--- config.mk ---
export PLATFORM = sky130hd
export DESIGN_NAME = eeprom_loader_flat
export DESIGN_NICKNAME = d
export VERILOG_FILES = /design/src/rtl/eeprom_loader_if.sv /design/src/rtl/eeprom_loader.sv /design/src/flat_wrapper.sv
export SDC_FILE = /design/constraint.sdc
export NUM_CORES = 1
export LEC_CHECK = 0
export CORE_UTILIZATION = 60
export DETAILED_ROUTE_END_ITERATION = 7
export DONT_BUFFER_PORTS = 1
export PLACE_DENSITY = 0.83
export SLEW_MARGIN = 20
export SYNTH_ARGS = -nofsm -noshare
export SYNTH_HDL_FRONTEND = slang
export SYNTH_SLANG_ARGS = --single-unit
--- constraint.sdc ---
create_clock -name raw_clk -period 3 [get_ports raw_clk]
set_clock_uncertainty 0.05 [all_clocks]
set_input_delay 0.45 -clock raw_clk [delete_from_list [all_inputs] [get_ports raw_clk]]
set_output_delay 0.45 -clock raw_clk [all_outputs]
set_load 0.05 [all_outputs]
--- src/rtl/eeprom_loader_if.sv ---
// -----------------------------------------------------------------------------
// eeprom_loader_if
//   Bundles the control handshake, ROM write port and SPI pins of the
//   EEPROM boot loader so they travel as one port.
//
//   start      loader input : one-cycle pulse requesting a load
//   busy       loader output: load in progress
//   done       loader output: one-cycle pulse after the last ROM write
//   rom_we     loader output: ROM write strobe (one cycle per byte)
//   rom_addr   loader output: ROM byte address, valid with rom_we
//   rom_wdata  loader output: ROM byte data, valid with rom_we
//   spi_cs     loader output: EEPROM chip select, active-low
//   spi_clk    loader output: SPI clock, mode 0 (idles low)
//   spi_do     loader output: MOSI
//   spi_di     loader input : MISO
//
//   master: the loader side.  slave: the side that starts the load and models
//   the EEPROM / ROM.
// -----------------------------------------------------------------------------
interface eeprom_loader_if;
  logic       start;
  logic       busy;
  logic       done;
  logic       rom_we;
  logic [9:0] rom_addr;
  logic [7:0] rom_wdata;
  logic       spi_cs;
  logic       spi_clk;
  logic       spi_do;
  logic       spi_di;

  modport master (
    input  start,
    input  spi_di,
    output busy,
    output done,
    output rom_we,
    output rom_addr,
    output rom_wdata,
    output spi_cs,
    output spi_clk,
    output spi_do
  );

  modport slave (
    output start,
    output spi_di,
    input  busy,
    input  done,
    input  rom_we,
    input  rom_addr,
    input  rom_wdata,
    input  spi_cs,
    input  spi_clk,
    input  spi_do
  );
endinterface

--- src/rtl/eeprom_loader.sv ---
// -----------------------------------------------------------------------------
// eeprom_loader
//   Boot loader that copies BYTE_COUNT bytes from a serial SPI EEPROM into an
//   on-chip ROM. A single READ command (8'h03) plus a 16-bit start address is
//   sent once; the EEPROM then streams consecutive bytes while chip select is
//   held low, and each received byte is written to ROM at its 0-based index.
//
//   Parameters
//     CLOCK_DIV      raw_clk cycles per SPI clock half-period (2..255)
//     BYTE_COUNT     number of bytes to load (1..1024)
//     START_ADDRESS  first EEPROM byte address read
//
//   Ports
//     raw_clk  sole clock, all logic on its rising edge
//     reset    synchronous, active-high
//     bus      eeprom_loader_if.master: start/busy/done handshake,
//              ROM write port (rom_we/rom_addr/rom_wdata) and
//              SPI pins (spi_cs/spi_clk/spi_do/spi_di)
//
//   All outputs come straight from flops. SPI runs in mode 0: each bit is a
//   low half followed by a high half of CLOCK_DIV cycles each; MOSI is updated
//   on the edge that ends a high half (so it only moves while spi_clk is low)
//   and MISO is captured on the edge that raises spi_clk.
// -----------------------------------------------------------------------------
module eeprom_loader #(
  parameter int unsigned CLOCK_DIV     = 4,
  parameter int unsigned BYTE_COUNT    = 1024,
  parameter logic [15:0] START_ADDRESS = 16'h0000
) (
  input  logic            raw_clk,
  input  logic            reset,
  eeprom_loader_if.master bus
);

  localparam logic [2:0] S_IDLE      = 3'd0;
  localparam logic [2:0] S_CS_SETUP  = 3'd1;
  localparam logic [2:0] S_SEND_CMD  = 3'd2;
  localparam logic [2:0] S_SEND_ADDR = 3'd3;
  localparam logic [2:0] S_READ_BYTE = 3'd4;
  localparam logic [2:0] S_WRITE_ROM = 3'd5;
  localparam logic [2:0] S_CS_HOLD   = 3'd6;
  localparam logic [2:0] S_DONE      = 3'd7;

  localparam logic [7:0]  CMD_READ = 8'h03;
  localparam logic [7:0]  DIV_LAST = 8'(CLOCK_DIV - 1);
  localparam logic [10:0] IDX_LAST = 11'(BYTE_COUNT - 1);

  // Control state
  logic [2:0]  state_q,     state_d;
  logic [7:0]  div_q,       div_d;      // position inside the current half-period
  logic [4:0]  bit_q,       bit_d;      // bit number within the current transfer phase
  logic [10:0] idx_q,       idx_d;      // ROM byte index, one spare bit above rom_addr
  logic        spi_cs_q,    spi_cs_d;
  logic        spi_clk_q,   spi_clk_d;
  logic        spi_do_q,    spi_do_d;
  logic        busy_q,      busy_d;
  logic        done_q,      done_d;
  logic        rom_we_q,    rom_we_d;
  logic [9:0]  rom_addr_q,  rom_addr_d;
  logic [7:0]  rom_wdata_q, rom_wdata_d;

  // Shift registers (pure datapath, no reset needed)
  logic [23:0] tx_q, tx_d;              // command + address, MSB leaves first
  logic [7:0]  rx_q, rx_d;              // incoming byte, MSB arrives first

  logic div_end;
  assign div_end = (div_q == DIV_LAST);

  always_comb begin
    state_d     = state_q;
    div_d       = div_q;
    bit_d       = bit_q;
    idx_d       = idx_q;
    spi_cs_d    = spi_cs_q;
    spi_clk_d   = spi_clk_q;
    spi_do_d    = spi_do_q;
    busy_d      = busy_q;
    done_d      = 1'b0;
    rom_we_d    = 1'b0;
    rom_addr_d  = rom_addr_q;
    rom_wdata_d = rom_wdata_q;
    tx_d        = tx_q;
    rx_d        = rx_q;

    case (state_q)
      S_IDLE: begin
        if (bus.start) begin
          state_d   = S_CS_SETUP;
          spi_cs_d  = 1'b0;
          spi_clk_d = 1'b0;
          spi_do_d  = 1'b0;
          busy_d    = 1'b1;
          div_d     = 8'd0;
          bit_d     = 5'd0;
          idx_d     = 11'd0;
        end
      end

      // Chip select has just fallen; give the EEPROM CLOCK_DIV cycles of
      // setup with the clock parked low before the first bit.
      S_CS_SETUP: begin
        if (div_end) begin
          state_d  = S_SEND_CMD;
          div_d    = 8'd0;
          bit_d    = 5'd0;
          tx_d     = {CMD_READ, START_ADDRESS};
          spi_do_d = CMD_READ[7];
        end else begin
          div_d = div_q + 8'd1;
        end
      end

      // Shared bit engine. spi_clk_q doubles as the half-period flag:
      // low half ends by raising the clock (and sampling MISO), high half
      // ends by dropping the clock and presenting the next MOSI bit.
      S_SEND_CMD, S_SEND_ADDR, S_READ_BYTE: begin
        div_d = div_end ? 8'd0 : div_q + 8'd1;
        if (div_end && !spi_clk_q) begin
          spi_clk_d = 1'b1;
          if (state_q == S_READ_BYTE) begin
            rx_d = {rx_q[6:0], bus.spi_di};
          end
        end else if (div_end) begin
          spi_clk_d = 1'b0;
          bit_d     = bit_q + 5'd1;
          tx_d      = {tx_q[22:0], 1'b0};
          spi_do_d  = tx_q[22];
          // bit_q runs 0..23 across command and address so the same counter
          // marks both phase boundaries.
          if (state_q == S_SEND_CMD && bit_q == 5'd7) begin
            state_d = S_SEND_ADDR;
          end else if (state_q == S_SEND_ADDR && bit_q == 5'd23) begin
            state_d  = S_READ_BYTE;
            bit_d    = 5'd0;
            spi_do_d = 1'b0;
          end else if (state_q == S_READ_BYTE) begin
            spi_do_d = 1'b0;
            if (bit_q == 5'd7) begin
              state_d     = S_WRITE_ROM;
              rom_we_d    = 1'b1;
              rom_addr_d  = idx_q[9:0];
              rom_wdata_d = rx_q;
            end
          end
        end
      end

      // rom_we is high for exactly this one cycle; the clock stays low and
      // chip select stays asserted so the EEPROM keeps streaming.
      S_WRITE_ROM: begin
        div_d   = 8'd0;
        bit_d   = 5'd0;
        idx_d   = idx_q + 11'd1;
        state_d = (idx_q == IDX_LAST) ? S_CS_HOLD : S_READ_BYTE;
      end

      S_CS_HOLD: begin
        if (div_end) begin
          state_d  = S_DONE;
          div_d    = 8'd0;
          spi_cs_d = 1'b1;
          busy_d   = 1'b0;
          done_d   = 1'b1;
        end else begin
          div_d = div_q + 8'd1;
        end
      end

      // start is deliberately not looked at here: a request arriving while
      // done is high is dropped, the next cycle in IDLE accepts one.
      S_DONE: begin
        state_d = S_IDLE;
      end

      default: begin
        state_d = S_IDLE;
      end
    endcase
  end

  always_ff @(posedge raw_clk) begin
    if (reset) begin
      state_q     <= S_IDLE;
      div_q       <= 8'd0;
      bit_q       <= 5'd0;
      idx_q       <= 11'd0;
      spi_cs_q    <= 1'b1;
      spi_clk_q   <= 1'b0;
      spi_do_q    <= 1'b0;
      busy_q      <= 1'b0;
      done_q      <= 1'b0;
      rom_we_q    <= 1'b0;
      rom_addr_q  <= 10'd0;
      rom_wdata_q <= 8'd0;
    end else begin
      state_q     <= state_d;
      div_q       <= div_d;
      bit_q       <= bit_d;
      idx_q       <= idx_d;
      spi_cs_q    <= spi_cs_d;
      spi_clk_q   <= spi_clk_d;
      spi_do_q    <= spi_do_d;
      busy_q      <= busy_d;
      done_q      <= done_d;
      rom_we_q    <= rom_we_d;
      rom_addr_q  <= rom_addr_d;
      rom_wdata_q <= rom_wdata_d;
    end
  end

  always_ff @(posedge raw_clk) begin
    tx_q <= tx_d;
    rx_q <= rx_d;
  end

  assign bus.busy      = busy_q;
  assign bus.done      = done_q;
  assign bus.rom_we    = rom_we_q;
  assign bus.rom_addr  = rom_addr_q;
  assign bus.rom_wdata = rom_wdata_q;
  assign bus.spi_cs    = spi_cs_q;
  assign bus.spi_clk   = spi_clk_q;
  assign bus.spi_do    = spi_do_q;

endmodule

--- src/flat_wrapper.sv ---
// flat-port wrapper written by rule: the top's interface ports become plain ports
module eeprom_loader_flat 
#(
  parameter int unsigned CLOCK_DIV     = 4,
  parameter int unsigned BYTE_COUNT    = 1024,
  parameter logic [15:0] START_ADDRESS = 16'h0000
)
  (raw_clk, reset, bus_start, bus_spi_di, bus_busy, bus_done, bus_rom_we, bus_rom_addr, bus_rom_wdata, bus_spi_cs, bus_spi_clk, bus_spi_do);
  eeprom_loader_if bus_i ();
  input  logic raw_clk;
  input  logic reset;
  input wire logic [$bits(bus_i.start)-1:0] bus_start;
  input wire logic [$bits(bus_i.spi_di)-1:0] bus_spi_di;
  output wire logic [$bits(bus_i.busy)-1:0] bus_busy;
  output wire logic [$bits(bus_i.done)-1:0] bus_done;
  output wire logic [$bits(bus_i.rom_we)-1:0] bus_rom_we;
  output wire logic [$bits(bus_i.rom_addr)-1:0] bus_rom_addr;
  output wire logic [$bits(bus_i.rom_wdata)-1:0] bus_rom_wdata;
  output wire logic [$bits(bus_i.spi_cs)-1:0] bus_spi_cs;
  output wire logic [$bits(bus_i.spi_clk)-1:0] bus_spi_clk;
  output wire logic [$bits(bus_i.spi_do)-1:0] bus_spi_do;
  assign bus_i.start = bus_start;
  assign bus_i.spi_di = bus_spi_di;
  assign bus_busy = bus_i.busy;
  assign bus_done = bus_i.done;
  assign bus_rom_we = bus_i.rom_we;
  assign bus_rom_addr = bus_i.rom_addr;
  assign bus_rom_wdata = bus_i.rom_wdata;
  assign bus_spi_cs = bus_i.spi_cs;
  assign bus_spi_clk = bus_i.spi_clk;
  assign bus_spi_do = bus_i.spi_do;
  eeprom_loader #(.CLOCK_DIV(CLOCK_DIV), .BYTE_COUNT(BYTE_COUNT), .START_ADDRESS(START_ADDRESS)) u_core (.raw_clk(raw_clk), .reset(reset), .bus(bus_i));
endmodule
Word level (Yosys, flattened, before mapping). Cells that the tools add are included.

Input bits: 4. Memory bits (read-only): 0. Memory bits (writable): 0. Register bits: 82. Output and inout port bits: 24. Latch bits: 0. Word-level logic and storage cells: 112. Memories kept: 0.

$add $sub $neg: 3. Reduce and logical (&&, ||, !) cells: 26. Multiplexer cells: 43. Eq/ne operators: 19. Shifts and indexed selects: 0. Multipliers: 0. Div/mod/pow operators: 0. Bitwise operators: 7. $lt $le $gt $ge: 0.

Operators by type and width (count): $mux 23 (3); $pmux 23 s2 (1); $mux 5 (6); $mux 3 (9); $pmux 8 s3 (1); $pmux 11 s2 (1); $pmux 5 s4 (1); $pmux 3 s6 (1); $mux 8 (2); $reduce_and 7->1 (2); $eq 3x3->1 const B (4); $mux 1 (12); $add 11x1->11 const B (1); $eq 11x10->1 const B (1); $mux 11 (1); $reduce_and 5->1 (2); $reduce_and 3->1 (3); $add 8x1->8 const B (1); $eq 8x2->1 const B (1); $ne 4x1->1 const B (2); $reduce_bool 2->1 (4); $not 1->1 (7); $reduce_or 7->1 (1); $eq 3x2->1 const B (2); 20 further kinds (29).

Logic depth before layout (Yosys ltp). Gate-level depths: netlist of run 1.

Depth after elaboration: 8. Depth in mapped cells: 8. Depth with buffers taken out: 6.

Worst setup path before layout of run 1. Ideal clock, no wire load.

Path kind: register to register. Start point: reg u_core.div_q[0]. End point: reg u_core.rx_q[0] (enable). Required time: 2.567 ns. Cell stages (with the launch flop): 5. Period minus slack after synthesis: 2.111 ns. Library setup time: 0.383 ns. Data arrival time: 1.677 ns. Slack: 0.889 ns. Path buffers: 0. Cell sequence: dfxtp_1 ha_1 nor4b_2 nand2_1 nor3_1.

Word-level cells in the longest chain between the ends: 3.

RTL lines: start: declaration (RTL line eeprom_loader.sv:50) `logic [7:0] div_q, div_d;`; start signal: assignment (RTL line eeprom_loader.sv:197) `div_q <= div_d;`; $eq 8x2->1 (RTL line eeprom_loader.sv:67) `assign div_end = (div_q == DIV_LAST);`; $logic_and 1x1->1 (RTL line eeprom_loader.sv:118) `if (div_end && !spi_clk_q) begin`; $reduce_and 3->1 (no source line); end signal: assignment (RTL line eeprom_loader.sv:213) `rx_q <= rx_d;`; end: declaration (RTL line eeprom_loader.sv:64) `logic [7:0] rx_q, rx_d;`.

No other way between the ends. A chain may end at the register's enable or synchronous reset.

Worst setup path after layout of run 1.
Start point: reg u_core.state_q[0]. End point: reg u_core.idx_q[7].

Word-level cells in the longest chain between the ends: 3. Elaborated cells on any way between the ends: 6. Those cells by class: 2 x eq/ne; 1 x mux; 3 x reduce/logical.

RTL lines: start: declaration (RTL line eeprom_loader.sv:49) `logic [2:0] state_q, state_d;`; start signal: assignment (RTL line eeprom_loader.sv:196) `state_q <= state_d;`; $eq 3x3->1 or $logic_not 3->1 (tied branches) (RTL line eeprom_loader.sv:85) `case (state_q)`; $reduce_bool 2->1 (no source line) or $ne 2x2->1 (tied branches); $reduce_and 2->1 (no source line); end signal: assignment (RTL line eeprom_loader.sv:199) `idx_q <= idx_d;`; end: declaration (RTL line eeprom_loader.sv:52) `logic [10:0] idx_q, idx_d;`.

Several ways; a longest one is shown, not always the timed one.

==> results.md, run 1 <==
- Result of the run: finished clean
- Worst hold endpoint: u_core.bit_q[2]
- Hold Vio Cnt, Final: 0
- Flip-flop and latch count after synthesis: 66
- Portion of total power attributed to the clock network: 35.3%
- Most common cell after layout, fill and taps aside: dfxtp_1
- Number of setup buffers added after CTS: 0
- Placed cell area: 2930 µm²
- Pin count of the biggest net entering global routing: 45
- Share of cells above drive strength 1: 10.9%
- Buffer type at the clock tree root: clkbuf_8
- CP Data Required Time: 3.23 ns
- CP arrival: 2.51 ns
- Maximum capacitance violations: 0
- Minimum clock period: 2.27 ns
- Area added between synthesis and finish: 7.84%
- Max FO, Critical Path: 20
- Cell area after technology mapping: 2920 µm²
- Hold-critical path depth: 1
- Total track usage: 23.1%
- Pwr Density: 721 nW/µm²
- Antenna violations before repair: 0
- Combinational group share of total power: 18.0%
- Total of cells resized after clock tree synthesis: 0
- Unrepaired setup endpoints after global routing: false
- Clock Path Buffers: 2
- Number of enable-type register cells in the synthesized netlist: 15
- Post-CTS Hold Buffers: 0
- Die W: 71.8 µm
- Number of vias per cell after detailed routing: 6.08
- Post-layout nets: 306
- Wirelength per Cell: 15.1 µm
- Final standard cell area without fillers: 3150 µm²
- Max rail drop VDD: 0.000439 V
- Portion of the clock cycle consumed by the worst path in the final layout: 75.8%
- Remaining number of nets flagged by the antenna check after routing: 0
- DRC violations left: 0
- Starting Density: 62.3%
- Final worst-path setup slack: 0.726 ns
- Routed WL: 5390 µm
- Total global routing overflow: 0
- Category of the worst setup path capture point: flop
- Total number of clock tree sinks: 66
- Total leakage power: 1.24 nW
- Via count of the first global-routing pass: 1,999
- Origin of the worst min-delay path: reset
- FF-to-FF path depth: 4
- Switching Fraction: 31.4%
- Clock network latency to the later pin of the worst-skew pair: 0.35 ns
- Internal Dissipation: 1.56 mW
- Total clock buffers created by CTS: 9
- Count of final setup violators: 0
- Highest clock frequency the design can meet: 440 MHz
- Kind of critical path: flop to flop
- Syn Nets: 308
- Area enclosed by the die boundary: 5150 µm²
- Category of the worst setup path launch point: flop
- Share of total power in sequential cells: 46.8%
- DIE HEIGHT: 71.8 µm
- Yosys Warn Count: 0
- Placement-stage worst setup slack: 0.763 ns
- Startpoint of the worst-slack reg-to-reg timing path: u_core.state_q[0]
- Top flip-flop cell by instance count after synthesis: dfxtp_1
- Most used cells in the layout excluding fill and tap cells: dfxtp_1, nor2_1, mux2i_1
- Mapped Cells: 301
- Number of design-rule violations left by the first detailed-router iteration: 133
- Post-synthesis area per instance: 9.71 µm²
- Drt first pass iters: 5
- Register clock-pin slew on the reported worst setup and hold paths: 0.08 ns
- Deepest level of the CTS H-tree: 3
- Proportion of synthesized chip area in sequential cells: 50.4%
- Tightest Hold Check Type: input port to flop
- Placeable Area: 4690 µm²
- Weighted congestion reported at the end of routability-driven placement: 0.906
- Number of distinct standard cells referenced by the synthesized netlist: 57
- Transition time at the pin with the least slew margin: 0.612 ns
- Worst reg2reg setup slack: 0.73 ns
- Max-slew violations: 0
- CTS tree: done
- Count of standard-cell rows: 25
- Worst rel slew slack: 59.1%
- Critical R2R Capture: u_core.idx_q[7]
- Total number of vias: 2,175
- IO buf count: 0
- Placed wire-length estimate: 3500 µm
- N_diodes: 0
- Wire length of the first global-routing pass: 8980 µm
- Ys async rst share: 0%
- # IOs: 28
- Switching Power: 0.712 mW
- TNS Setup: 0 ns
## per-layer routing
| layer | part of all wire [%] | vias up | GRT usage, % |
|---|---|---|---|
| li1 | - | 1088 | - |
| met2 | 47 | 50 | 35.4 |
| met1 | 46 | 1026 | 28.0 |
| met5 | 0 | - | 0 |
| met4 | 2.1 | 0 | 12.4 |
| met3 | 5.3 | 11 | 9.00 |
## power by group through the flow
| stage | sequential, mW | clock (mW) | combinational (mW) |
|---|---|---|---|
| 2_1_floorplan | 1.02 | 0 | 0.404 |
| 5_1_grt | 1.07 | 0.857 | 0.460 |
| 3_3_place_gp | 1.08 | 0 | 0.399 |
| 4_1_cts | 1.06 | 0.820 | 0.409 |
| 6_report | 1.06 | 0.801 | 0.408 |
| 3_5_place_dp | 1.08 | 0 | 0.407 |
## worst max-delay path: stages, from the launching register on
cell	delay (ns)
dfxtp_1	0.71
nand2_1	0.22
or2_2	0.42
or4b_2	0.65
a21oi_1	0.15
## per-stage QoR
stage / instances / total power, mW / utilization, % / hold slack [ns]
after floorplan: 301 / 1.43 / - / 0.376
after global placement: 342 / 1.48 / 62.5 / 0.378
after detailed placement: 342 / 1.49 / 62.5 / 0.388
after CTS: 358 / 2.29 / 67.1 / 0.0919
after global routing: 358 / 2.39 / 67.1 / 0.0843
final: 358 / 2.27 / 67.1 / 0.111
## logic make-up after synthesis
family | Yosys count | synth area share (%)
and+or+nand+nor | 126 | 22.7
DFF | 66 | 50.4
AOI/OAI and AO/OA | 58 | 12.9
muxes | 21 | 7.28
buffers and inverters | 19 | 3.13
xor gates and xnor gates | 8 | 2.40
adders and majority gates | 3 | 1.28
## registers in the layout, indices dropped and copies added, names as in the netlist
signal and flops:
u_core.idx_q 11, u_core.bus.rom_addr 10, u_core.bus.rom_wdata 8, u_core.div_q 8, u_core.rx_q 8, u_core.tx_q 7
u_core.bit_q 5, u_core.state_q 3, u_core.bus.busy 1, u_core.bus.done 1, u_core.bus.rom_we 1, u_core.bus.spi_clk 1
u_core.bus.spi_cs 1, u_core.bus.spi_do 1
## Yosys cell counts, drive strengths merged (3+ instances only)
cell	count	area, µm²
dfxtp	51	1020
nor2	45	171
mux2i	19	190
nand2	18	67.6
o21ai	16	83.8
edfxtp	15	450
a21oi	13	65.1
clkbuf	10	37.5
nand3	9	45.0
nor2b	9	56.3
nor3	7	35.0
buf	6	42.5
a311oi	5	43.8
a31oi	5	31.3
and3	5	31.3
nand4	5	31.3
xor2	5	43.8
a22oi	4	30.0
nand2b	4	25.0
or3b	4	37.5
ha	3	37.5
inv	3	11.3
nor4	3	18.8
or2	3	18.8
xnor2	3	26.3
## layout make-up
type | instances | area [µm²]
inverter | 3 | 11.3
clock inverter | 6 | 70.1
multi-input combinational | 216 | 1360
timing repair buffer | 3 | 22.5
tap | 54 | 67.6
sequential | 66 | 1470
fill | 356 | 1540
clock buffer | 10 | 149
## worst max path at each step
stage	startpoint	depth (start not counted)	slack (ns)	to
3_3_place_gp	u_core.state_q[0]	4	0.82	u_core.idx_q[7]
4_1_cts	u_core.state_q[0]	4	0.73	u_core.idx_q[7]
5_1_grt	u_core.state_q[0]	4	0.53	u_core.idx_q[7]
3_5_place_dp	u_core.state_q[0]	4	0.76	u_core.idx_q[7]
6_report	u_core.state_q[0]	4	0.73	u_core.idx_q[7]
2_1_floorplan	u_core.div_q[0]	4	0.89	u_core.rx_q[0]
Power figures use the tool's default switching activity.
==> run 2, diff against run 1 <==
==> constraint.sdc (replaced) <==
create_clock -name raw_clk -period 2.2 [get_ports raw_clk]
set_clock_uncertainty 0.05 [all_clocks]
set_input_delay 0.33 -clock raw_clk [delete_from_list [all_inputs] [get_ports raw_clk]]
set_output_delay 0.33 -clock raw_clk [all_outputs]
set_load 0.05 [all_outputs]
==> run 2 against run 1 <==
Compared with the run above:
- cell count up 2.5%
- first-iteration DRC count down 2.3%
- combinational power up 70%
- total power up 49%
- sequential share of layout area down 1.9 points
- core utilization up 2.8 points
- sequential power up 33%
- die area unchanged
- fmax up 6.3%
- critical path type unchanged
==> results.md, run 2 (synthesized netlist as in run 1, its figures left out) <==
- Number of vias per cell after detailed routing: 6.18 (+1.8%)
- CTS tree: done
- Register clock-pin slew on the reported worst setup and hold paths: 0.07 ns (about the same)
- Count of final setup violators: 0 (unchanged)
- Wire length of the first global-routing pass: 9620 µm (+7.2%)
- Share of cells above drive strength 1: 13.4% (+2.6 points)
- Max FO, Critical Path: 10 (-50%)
- Register with the highest flop count: u_core.idx_q
- Result of the run: finished clean
- Hold Vio Cnt, Final: 0 (unchanged)
- Flip-flop count of the largest register after layout: 11 (unchanged)
- Die W: 71.8 µm (unchanged)
- Clock network latency to the later pin of the worst-skew pair: 0.35 ns (about the same)
- Tightest Hold Check Type: input port to flop
- Count of standard-cell rows: 25 (unchanged)
- Pwr Density: 1030 nW/µm² (+43%)
- Area added between synthesis and finish: 12.4%
- Total global routing overflow: 0 (unchanged)
- Wirelength per Cell: 15.6 µm (+3.4%)
- DRC violations left: 0 (unchanged)
- Post-layout nets: 315 (+2.9%)
- Antenna violations before repair: 0 (unchanged)
- Highest clock frequency the design can meet: 468 MHz (+6.3%)
- TNS Setup: 0 ns (unchanged)
- Flip-flop and latch area: 1470 µm² (unchanged)
- Category of the worst setup path capture point: flop
- Total track usage: 24.5% (+1.4 points)
- IO buf count: 0 (unchanged)
- Minimum clock period: 2.14 ns (-0.135 ns)
- CP max-delay cell: dfxtp_1
- Deepest level of the CTS H-tree: 3 (unchanged)
- Category of the worst setup path launch point: flop
- Routed WL: 5710 µm (+6.0%)
- CP top delay family: simple AND/OR/NAND/NOR gates
- Area enclosed by the die boundary: 5150 µm² (unchanged)
- Total clock buffers created by CTS: 9 (unchanged)
- Crit path largest cell delay: 0.39 ns (-0.32 ns)
- Number of setup buffers added after CTS: 0 (unchanged)
- Placeable Area: 4690 µm² (unchanged)
- Buffer type at the clock tree root: clkbuf_8
- Maximum capacitance violations: 0 (unchanged)
- Most used cells in the layout excluding fill and tap cells: dfxtp_1, nor2_1, mux2i_1
- DIE HEIGHT: 71.8 µm (unchanged)
- CP arrival: 2.12 ns (-0.39 ns)
- Total leakage power: 1.30 nW (+5.3%)
- Weighted congestion reported at the end of routability-driven placement: 0.880 (-2.9%)
- Clock Path Buffers: 2 (unchanged)
- Startpoint of the worst-slack reg-to-reg timing path: u_core.div_q[1]
- Portion of the clock cycle consumed by the worst path in the final layout: 97.2% (+21 points)
- Via count of the first global-routing pass: 2,101 (+5.1%)
- Max-slew violations: 0 (unchanged)
- Remaining number of nets flagged by the antenna check after routing: 0 (unchanged)
- # IOs: 28 (unchanged)
- Most common cell after layout, fill and taps aside: dfxtp_1
- Launch point of the worst path: u_core.div_q[1]
- Max rail drop VDD: 0.000811 V (+85%)
- Fillers: 344 (-3.4%)
- CP cell instances: ha_1 > nor4b_2 > nand2_2 > or2_2 > inv_1
- Placed wire-length estimate: 3520 µm (+0.51%)
- Transition time at the pin with the least slew margin: 0.538 ns (-0.0744 ns)
- N_diodes: 0 (unchanged)
- Kind of critical path: flop to flop
- Number of design-rule violations left by the first detailed-router iteration: 130 (-2.3%)
- Area taken by multi-input logic gates: 1370 µm² (+0.64%)
- Drt first pass iters: 4 (-1)
- Origin of the worst min-delay path: bus_spi_di
- Starting Density: 62.3% (unchanged)
- Pin count of the biggest net entering global routing: 35 (-22%)
- Total number of vias: 2,269 (+4.3%)
- CP Data Required Time: 2.18 ns (-1.05 ns)
- Worst rel slew slack: 64.1% (+5.0 points)
- Buffers and inverters on the worst path: 1 (+1)
- Total number of clock tree sinks: 66 (unchanged)
- Worst Hold Slack: 0.0300 ns (-0.0809 ns)
==> run 2: final cells by class <==
type | instances | area share, %
Clock buffer | 10 | 4.54
Inverter | 3 | 0.343
Tap cell | 54 | 2.06
Timing Repair Buffer | 12 | 3.20
Multi-Input combinational cell | 216 | 41.7
Sequential cell | 66 | 44.8
Clock inverter | 6 | 3.39
==> run 2: worst paths after layout <==
check | depth (start not counted) | endpoint | slack, ns
max | 5 | u_core.tx_q[18] | 0.06
min | 0 | u_core.rx_q[0] | 0.03
max reg2reg | 5 | u_core.tx_q[18] | 0.06
min reg2reg | 0 | u_core.rx_q[3] | 0.40
==> run 2: report_power, final <==
group          total [mW]  switching, mW  internal [mW]
Clock                1.29          0.470          0.821
Sequential           1.41          0.111           1.30
Combinational       0.695          0.421          0.274
==> run 2: per-layer routing <==
metal	vias to the layer above	track usage, %	part of all wire (%)
li1	1108	-	-
met1	1071	29.6	44
met2	72	37.7	47
met3	18	8.86	6.1
met4	0	14.2	2.6
met5	-	0	0
==> run 2: stage by stage <==
stage / utilization, % / power (mW) / cells / instance area [µm²] / worst slack, ns
3_3_place_gp: 63.6 / 2.07 / 349 / 2980 / 0.191
4_1_cts: 69.8 / 3.39 / 367 / 3270 / 0.0626
6_report: 70.0 / 3.39 / 367 / 3280 / 0.0611
3_5_place_dp: 63.6 / 2.09 / 349 / 2980 / 0.105
5_1_grt: 70.0 / 3.55 / 367 / 3280 / -0.0624
2_1_floorplan: - / 1.95 / 301 / 2920 / 0.0893
==> run 2: what timing repair did <==
action,CTS,global route
hold buffers,2,0
setup endpoints to repair,0,35
endpoints found under the hold margin,34,0
resized for setup,0,2
